**src/rtl/instruction_fetch_if.sv**
```systemverilog
// Fetch-stage bus bundle: PC input, instruction-memory req/ack port, decode
// valid/ready port and PC update controls. master = fetch unit, slave = its environment.
interface instruction_fetch_if #(
  parameter int DATA_W = 16,
  parameter int ADDR_W = 16
);
  logic [ADDR_W-1:0] pc_in;
  logic [ADDR_W-1:0] mem_addr;
  logic              mem_req;
  logic              mem_ack;
  logic [DATA_W-1:0] mem_rdata;
  logic [DATA_W-1:0] ir_out;
  logic              ir_valid;
  logic              ir_ready;
  logic              branch_taken;
  logic              pc_enable;
  logic              pc_select;
  logic              fetch_err;

  modport master (
    input  pc_in, mem_ack, mem_rdata, ir_ready, branch_taken,
    output mem_addr, mem_req, ir_out, ir_valid, pc_enable, pc_select, fetch_err
  );

  modport slave (
    output pc_in, mem_ack, mem_rdata, ir_ready, branch_taken,
    input  mem_addr, mem_req, ir_out, ir_valid, pc_enable, pc_select, fetch_err
  );
endinterface

```
**src/rtl/instruction_fetch.sv**
```systemverilog
// Instruction fetch stage: req/ack memory read into the IR, valid/ready to decode,
// PC increment/branch strobes. Optional memory timeout with HALT via IFETCH_TIMEOUT_EN.
module instruction_fetch #(
  parameter int DATA_W  = 16,
  parameter int ADDR_W  = 16,
  parameter int TIMEOUT = 255
) (
  input logic               clk,
  input logic               rst,
  instruction_fetch_if.master bus
);

  typedef enum logic [2:0] {
    S_IDLE,
    S_REQ,
    S_HOLD,
    S_DRAIN
`ifdef IFETCH_TIMEOUT_EN
    , S_HALT
`endif
  } state_e;

  state_e            state_q;
  logic [ADDR_W-1:0] mem_addr_q;
  logic              mem_req_q;
  logic [DATA_W-1:0] ir_out_q;
  logic              ir_valid_q;
  logic              pc_enable_q;
  logic              pc_select_q;
  logic              ack;
  logic              timeout_hit;

  // A stray ack with no outstanding request is ignored.
  assign ack = bus.mem_ack && mem_req_q;

`ifdef IFETCH_TIMEOUT_EN
  localparam int CNT_W = $clog2(TIMEOUT + 1);
  logic [CNT_W-1:0] cnt_q;
  logic [CNT_W-1:0] cnt_d;
  logic             waiting;
  logic             fetch_err_q;

  assign waiting     = (state_q == S_REQ || state_q == S_DRAIN) && mem_req_q && !bus.mem_ack;
  assign cnt_d       = waiting ? cnt_q + CNT_W'(1) : '0;
  assign timeout_hit = waiting && (cnt_d == CNT_W'(TIMEOUT));

  always_ff @(posedge clk or posedge rst) begin
    if (rst) cnt_q <= '0;
    else     cnt_q <= cnt_d;
  end
  assign bus.fetch_err = fetch_err_q;
`else
  assign timeout_hit   = 1'b0;
  assign bus.fetch_err = 1'b0;
`endif

  // NOTE: all state here is sequential, so every assignment uses <=; the
  // strobe defaults at the top are overridden later in the same block.
  always_ff @(posedge clk or posedge rst) begin
    if (rst) begin
      state_q     <= S_IDLE;
      mem_addr_q  <= '0;
      mem_req_q   <= 1'b0;
      ir_out_q    <= '0;
      ir_valid_q  <= 1'b0;
      pc_enable_q <= 1'b0;
      pc_select_q <= 1'b0;
`ifdef IFETCH_TIMEOUT_EN
      fetch_err_q <= 1'b0;
`endif
    end else begin
      pc_enable_q <= 1'b0;
      pc_select_q <= 1'b0;
      case (state_q)
        S_IDLE: begin
          if (bus.branch_taken) begin
            pc_enable_q <= 1'b1;
            pc_select_q <= 1'b1;
          end else begin
            mem_addr_q <= bus.pc_in;
            mem_req_q  <= 1'b1;
            state_q    <= S_REQ;
          end
        end
        S_REQ, S_DRAIN: begin
          if (timeout_hit) begin
`ifdef IFETCH_TIMEOUT_EN
            mem_req_q   <= 1'b0;
            fetch_err_q <= 1'b1;
            state_q     <= S_HALT;
`endif
          end else begin
            if (bus.branch_taken) begin
              pc_enable_q <= 1'b1;
              pc_select_q <= 1'b1;
            end
            if (ack) begin
              mem_req_q <= 1'b0;
              state_q   <= S_IDLE;
              // Data is only kept for a live fetch with no branch this cycle.
              if (state_q == S_REQ && !bus.branch_taken) begin
                ir_out_q    <= bus.mem_rdata;
                ir_valid_q  <= 1'b1;
                pc_enable_q <= 1'b1;
                state_q     <= S_HOLD;
              end
            end else if (bus.branch_taken) begin
              state_q <= S_DRAIN;
            end
          end
        end
        S_HOLD: begin
          if (bus.branch_taken) begin
            pc_enable_q <= 1'b1;
            pc_select_q <= 1'b1;
            ir_valid_q  <= 1'b0;
            state_q     <= S_IDLE;
          end else if (bus.ir_ready) begin
            ir_valid_q <= 1'b0;
            state_q    <= S_IDLE;
          end
        end
`ifdef IFETCH_TIMEOUT_EN
        S_HALT: ;
`endif
        default: state_q <= S_IDLE;
      endcase
    end
  end

  assign bus.mem_addr  = mem_addr_q;
  assign bus.mem_req   = mem_req_q;
  assign bus.ir_out    = ir_out_q;
  assign bus.ir_valid  = ir_valid_q;
  assign bus.pc_enable = pc_enable_q;
  assign bus.pc_select = pc_select_q;

endmodule

```
**src/flat_wrapper.sv**
```systemverilog
// flat-port wrapper written by rule: the top's interface ports become plain ports
module instruction_fetch_flat 
#(
  parameter int DATA_W  = 16,
  parameter int ADDR_W  = 16,
  parameter int TIMEOUT = 255
)
  (clk, rst, bus_pc_in, bus_mem_ack, bus_mem_rdata, bus_ir_ready, bus_branch_taken, bus_mem_addr, bus_mem_req, bus_ir_out, bus_ir_valid, bus_pc_enable, bus_pc_select, bus_fetch_err);
  instruction_fetch_if #(.DATA_W(DATA_W), .ADDR_W(ADDR_W)) bus_i ();
  input logic clk;
  input logic rst;
  input wire logic [$bits(bus_i.pc_in)-1:0] bus_pc_in;
  input wire logic [$bits(bus_i.mem_ack)-1:0] bus_mem_ack;
  input wire logic [$bits(bus_i.mem_rdata)-1:0] bus_mem_rdata;
  input wire logic [$bits(bus_i.ir_ready)-1:0] bus_ir_ready;
  input wire logic [$bits(bus_i.branch_taken)-1:0] bus_branch_taken;
  output wire logic [$bits(bus_i.mem_addr)-1:0] bus_mem_addr;
  output wire logic [$bits(bus_i.mem_req)-1:0] bus_mem_req;
  output wire logic [$bits(bus_i.ir_out)-1:0] bus_ir_out;
  output wire logic [$bits(bus_i.ir_valid)-1:0] bus_ir_valid;
  output wire logic [$bits(bus_i.pc_enable)-1:0] bus_pc_enable;
  output wire logic [$bits(bus_i.pc_select)-1:0] bus_pc_select;
  output wire logic [$bits(bus_i.fetch_err)-1:0] bus_fetch_err;
  assign bus_i.pc_in = bus_pc_in;
  assign bus_i.mem_ack = bus_mem_ack;
  assign bus_i.mem_rdata = bus_mem_rdata;
  assign bus_i.ir_ready = bus_ir_ready;
  assign bus_i.branch_taken = bus_branch_taken;
  assign bus_mem_addr = bus_i.mem_addr;
  assign bus_mem_req = bus_i.mem_req;
  assign bus_ir_out = bus_i.ir_out;
  assign bus_ir_valid = bus_i.ir_valid;
  assign bus_pc_enable = bus_i.pc_enable;
  assign bus_pc_select = bus_i.pc_select;
  assign bus_fetch_err = bus_i.fetch_err;
  instruction_fetch #(.DATA_W(DATA_W), .ADDR_W(ADDR_W), .TIMEOUT(TIMEOUT)) u_core (.clk(clk), .rst(rst), .bus(bus_i));
endmodule
```
**config.mk**
```make
export PLATFORM = sky130hd
export DESIGN_NAME = instruction_fetch_flat
export DESIGN_NICKNAME = d
export VERILOG_FILES = /design/src/rtl/instruction_fetch_if.sv /design/src/rtl/instruction_fetch.sv /design/src/flat_wrapper.sv
export SDC_FILE = /design/constraint.sdc
export NUM_CORES = 1
export LEC_CHECK = 0
export CAP_MARGIN = 20
export CORE_ASPECT_RATIO = 1.1
export CORE_MARGIN = 3
export CORE_UTILIZATION = 44
export DETAILED_ROUTE_END_ITERATION = 12
export PLACE_DENSITY = 0.88
export SLEW_MARGIN = 10
export SYNTH_ARGS = -nofsm -noshare
export SYNTH_HDL_FRONTEND = slang
export SYNTH_SLANG_ARGS = --single-unit
```
**constraint.sdc**
```tcl
create_clock -name clk -period 3.4 [get_ports clk]
set_clock_uncertainty 0.05 [all_clocks]
set_input_delay 0.51 -clock clk [delete_from_list [all_inputs] [get_ports clk]]
set_output_delay 0.51 -clock clk [all_outputs]
set_load 0.02 [all_outputs]
```
==> summary.log <==
qor: power.cell_internal_pwr 1.59 mW
qor: die.start_util 47.7%
qor: timing.final.hold.worst_slack 0.361 ns
qor: cells_and_area.finalNetCount 232
qor: worst_setup_path.crit_path_end_kind output port
qor: power.cellPowerDensity 979 nW/um2
qor: worst_setup_path.timing.critical_path.arrival 1.57 ns
qor: route.wl_per_cell 18.1 um
qor: timing.fmax 469 MHz
qor: worst_setup_path.worst_ep_required_time 2.84 ns
qor: cells_and_area.multi_input_comb_area 631 um2
qor: power.pwr-share-comb 50.3%
qor: clock_tree.cts_hold_repair.buffers 0
qor: placed_design.pre_cts_ws 1.17 ns
qor: clock_tree.cts-root-to-sink-buffers 2
qor: die.io_pins 74
qor: clock_tree.cts_made_buffers 5
qor: route.wl 4.32 mm
qor: min_path.worstHoldPathType in -> async
qor: clock_tree.ctsRootBufferMaster sky130_fd_sc_hd__clkbuf_4
qor: route.drtPass1Iterations 4
qor: clock_tree.htree_levels 2
qor: power.vdd_drop_max 0.382 mV
qor: die.die_h 70.3 um
qor: worst_setup_path.cpLargestDelayFamily buffers and inverters
qor: power.power_frac_seq 33.4%
qor: grt.grt_first_pass_wirelength 6.01 mm
qor: grt.grt_pass1_vias 1,195
qor: flow_run.timing.max_cap.violations 0
qor: power.clkPwrFrac 16.2%
qor: die.floorplan.core_area 3470 um2
qor: cells_and_area.antenna_cells_inserted 0
qor: cells_and_area.sequential_cell_area 951 um2
qor: route.final_antenna_violating_net_count 0
qor: placed_design.gpl.final_weighted_congestion 0.843
qor: timing.setup-tns-final 0 ns
qor: cells_and_area.area_growth_syn_to_layout 53.1%
qor: worst_setup_path.timing.critical_path.buf_inv 1
qor: power.switching_power_summed_over_all_nets 0.891 mW
qor: power.leakage_component_of_the_power 1.08 nW
qor: clock_tree.cts_sinks 38
qor: grt.overflow 0
qor: grt.antenna_found_initial 0
qor: synthesis.postSynth.asyncResetShare 100%
qor: worst_setup_path.crit_path_cell_trace clkdlybuf4s50_1
qor: synthesis.syn-num-nets 157
qor: placed_design.buffer_ports.inserted 72
qor: route.vias_per_cell 5.21
qor: die.floorplan.die_area 4530 um2
qor: route.drc 0
qor: worst_setup_path.critical_path_peak_fanout 8
qor: timing.setup_viol 0
qor: power.power.switching_fraction 36.0%
qor: worst_setup_path.critPathLaunchType flip-flop
qor: die.die-width 64.4 um
qor: synthesis.synth_edf_count 0
qor: synthesis.synth-seq-cells 38
qor: worst_setup_path.worst_path_max_delay_cell sky130_fd_sc_hd__clkdlybuf4s50_1
qor: clock_tree.cts_setup_buffers 0
qor: cells_and_area.fill_cells 236
qor: timing.layout_min_cycle_time 2.13 ns
qor: clock_tree.post_cts_resize_count 0
qor: synthesis.syn-mean-instance-area 14.4 um2
qor: cells_and_area.layout-drive-gt1-share 23.6%
qor: cells_and_area.final_core_utilization 73.0%
qor: die.row_count 22
qor: timing.min_period_over_period 62.7%
qor: clock_tree.cts_tree done
qor: route.first_iter_violations 56
qor: worst_setup_path.critPathMaxStageDelay 0.69 ns
qor: synthesis.distinct_cells_synth 34
qor: synthesis.synth-seq-area-share 57.5%
qor: clock_tree.cts.reportedPaths.clkPinSlew 0.12 ns
qor: grt.grt_util_all_layers 17.7%
qor: run_status.outcome finished, final reports clean
qor: synthesis.syn-instance-count 115
qor: synthesis.yosys_most_used_dff sky130_fd_sc_hd__dfrtp_1
qor: grt.maximum_number_of_pins_on_one_net_before_global_route_repair 29
qor: worst_setup_path.critical_path_class reg -> out
qor: timing.final.setup.worst_slack 1.27 ns
qor: placed_design.detailed_place_hpwl 2.89 mm
qor: timing.hold_viol 0
qor: timing.rsz_0062_raised_after_global_routing no
qor: cells_and_area.layout.cells.most_common sky130_fd_sc_hd__clkdlybuf4s50_1
qor: timing.slew_violations 0
qor: route.detailroute.via_count 1,244
qor: synthesis.yosysWarnings 0
qor: cells_and_area.layout.cells.most_common_list sky130_fd_sc_hd__clkdlybuf4s50_1 (72), sky130_fd_sc_hd__dfrtp_1 (38), sky130_fd_sc_hd__mux2_2 (32)
qor: synthesis.synthesis.area 1650 um2
qor: clock_tree.worst_skew_pair.late_latency 0.34 ns
## cell usage after synthesis, drive strengths merged (2+ instances only)
library cell  count  area (um2)
o2bb2ai           2        17.5
mux2             32         360
nor2              3        11.3
nand3             2        22.5
a21oi             2        13.8
dfrtp            38         951
nand2             2        7.51
inv               4        15.0
buf               5        38.8
ha                5        62.6
clkbuf            2        17.5
## cell type report
type / count / area share, %
inverter: 4 / 0.593
tap: 48 / 2.37
clock buffer: 6 / 2.03
multi-input combinational: 66 / 24.9
timing repair buffer: 75 / 30.2
clock inverter: 2 / 2.37
sequential: 38 / 37.6
## path summary, 6_finish.rpt
check                                               to                start  slack (ns)  depth (start not counted)
worst max-delay path                       bus_mem_req   u_core.bus.mem_req        1.27                          1
worst min-delay path            u_core.bus.mem_addr[1]                  rst        0.36                          2
worst max register to register    u_core.bus.ir_out[5]    u_core.state_q[1]        1.57                          5
worst min register to register     u_core.bus.ir_valid  u_core.bus.ir_valid        0.44                          1
max in group asynchronous         u_core.bus.ir_out[8]                  rst        2.30                          4
min in group clk                   u_core.bus.ir_valid  u_core.bus.ir_valid        0.44                          1
## kinds of logic after synthesis
| logic type | synth area share (%) |
|---|---|
| and+or+nand+nor | 4.92 |
| adders and majority gates | 3.79 |
| buffers and inverters | 4.31 |
| AOI/OAI and AO/OA | 6.81 |
| muxes | 22.4 |
| other | 0.227 |
| DFF | 57.5 |
## per-layer routing
layer	vias to the layer above	wire length, um	GRT usage (%)
li1	555	-	-
met1	621	1690	21.0
met2	62	2260	28.6
met3	6	302	6.11
met4	0	72	8.45
met5	-	0	0
## metrics by stage
step | instance area (um2) | std cells | total power [mW]
6_report | 2530 | 239 | 2.48
3_5_place_dp | 2390 | 230 | 2.06
2_1_floorplan | 1650 | 115 | 1.50
3_3_place_gp | 2390 | 230 | 2.01
4_1_cts | 2500 | 238 | 2.46
5_1_grt | 2530 | 239 | 2.60
## registers in the layout, summed over array words and instances (netlist names)
register	flops
u_core.bus.mem_req	1
u_core.state_q	2
u_core.bus.mem_addr	16
u_core.bus.ir_out	16
u_core.bus.pc_enable	1
u_core.bus.ir_valid	1
u_core.bus.pc_select	1
## worst register-to-register path, cell delays in order, from the launching register on
cell and delay [ns]:
sky130_fd_sc_hd__dfrtp_1 0.47, sky130_fd_sc_hd__inv_1 0.13, sky130_fd_sc_hd__ha_1 0.24, sky130_fd_sc_hd__and2b_1 0.21, sky130_fd_sc_hd__nand3_4 0.24, sky130_fd_sc_hd__mux2_2 0.40
## power by group through the flow
stage                     logic (mW)  registers (mW)  clock network, mW
after floorplan                0.442            1.06                  0
after global placement          1.20           0.811                  0
after detailed placement        1.24           0.829                  0
after CTS                       1.24           0.818              0.405
after global routing            1.31           0.855              0.432
final                           1.25           0.828              0.402
Power figures use the tool's default switching activity.
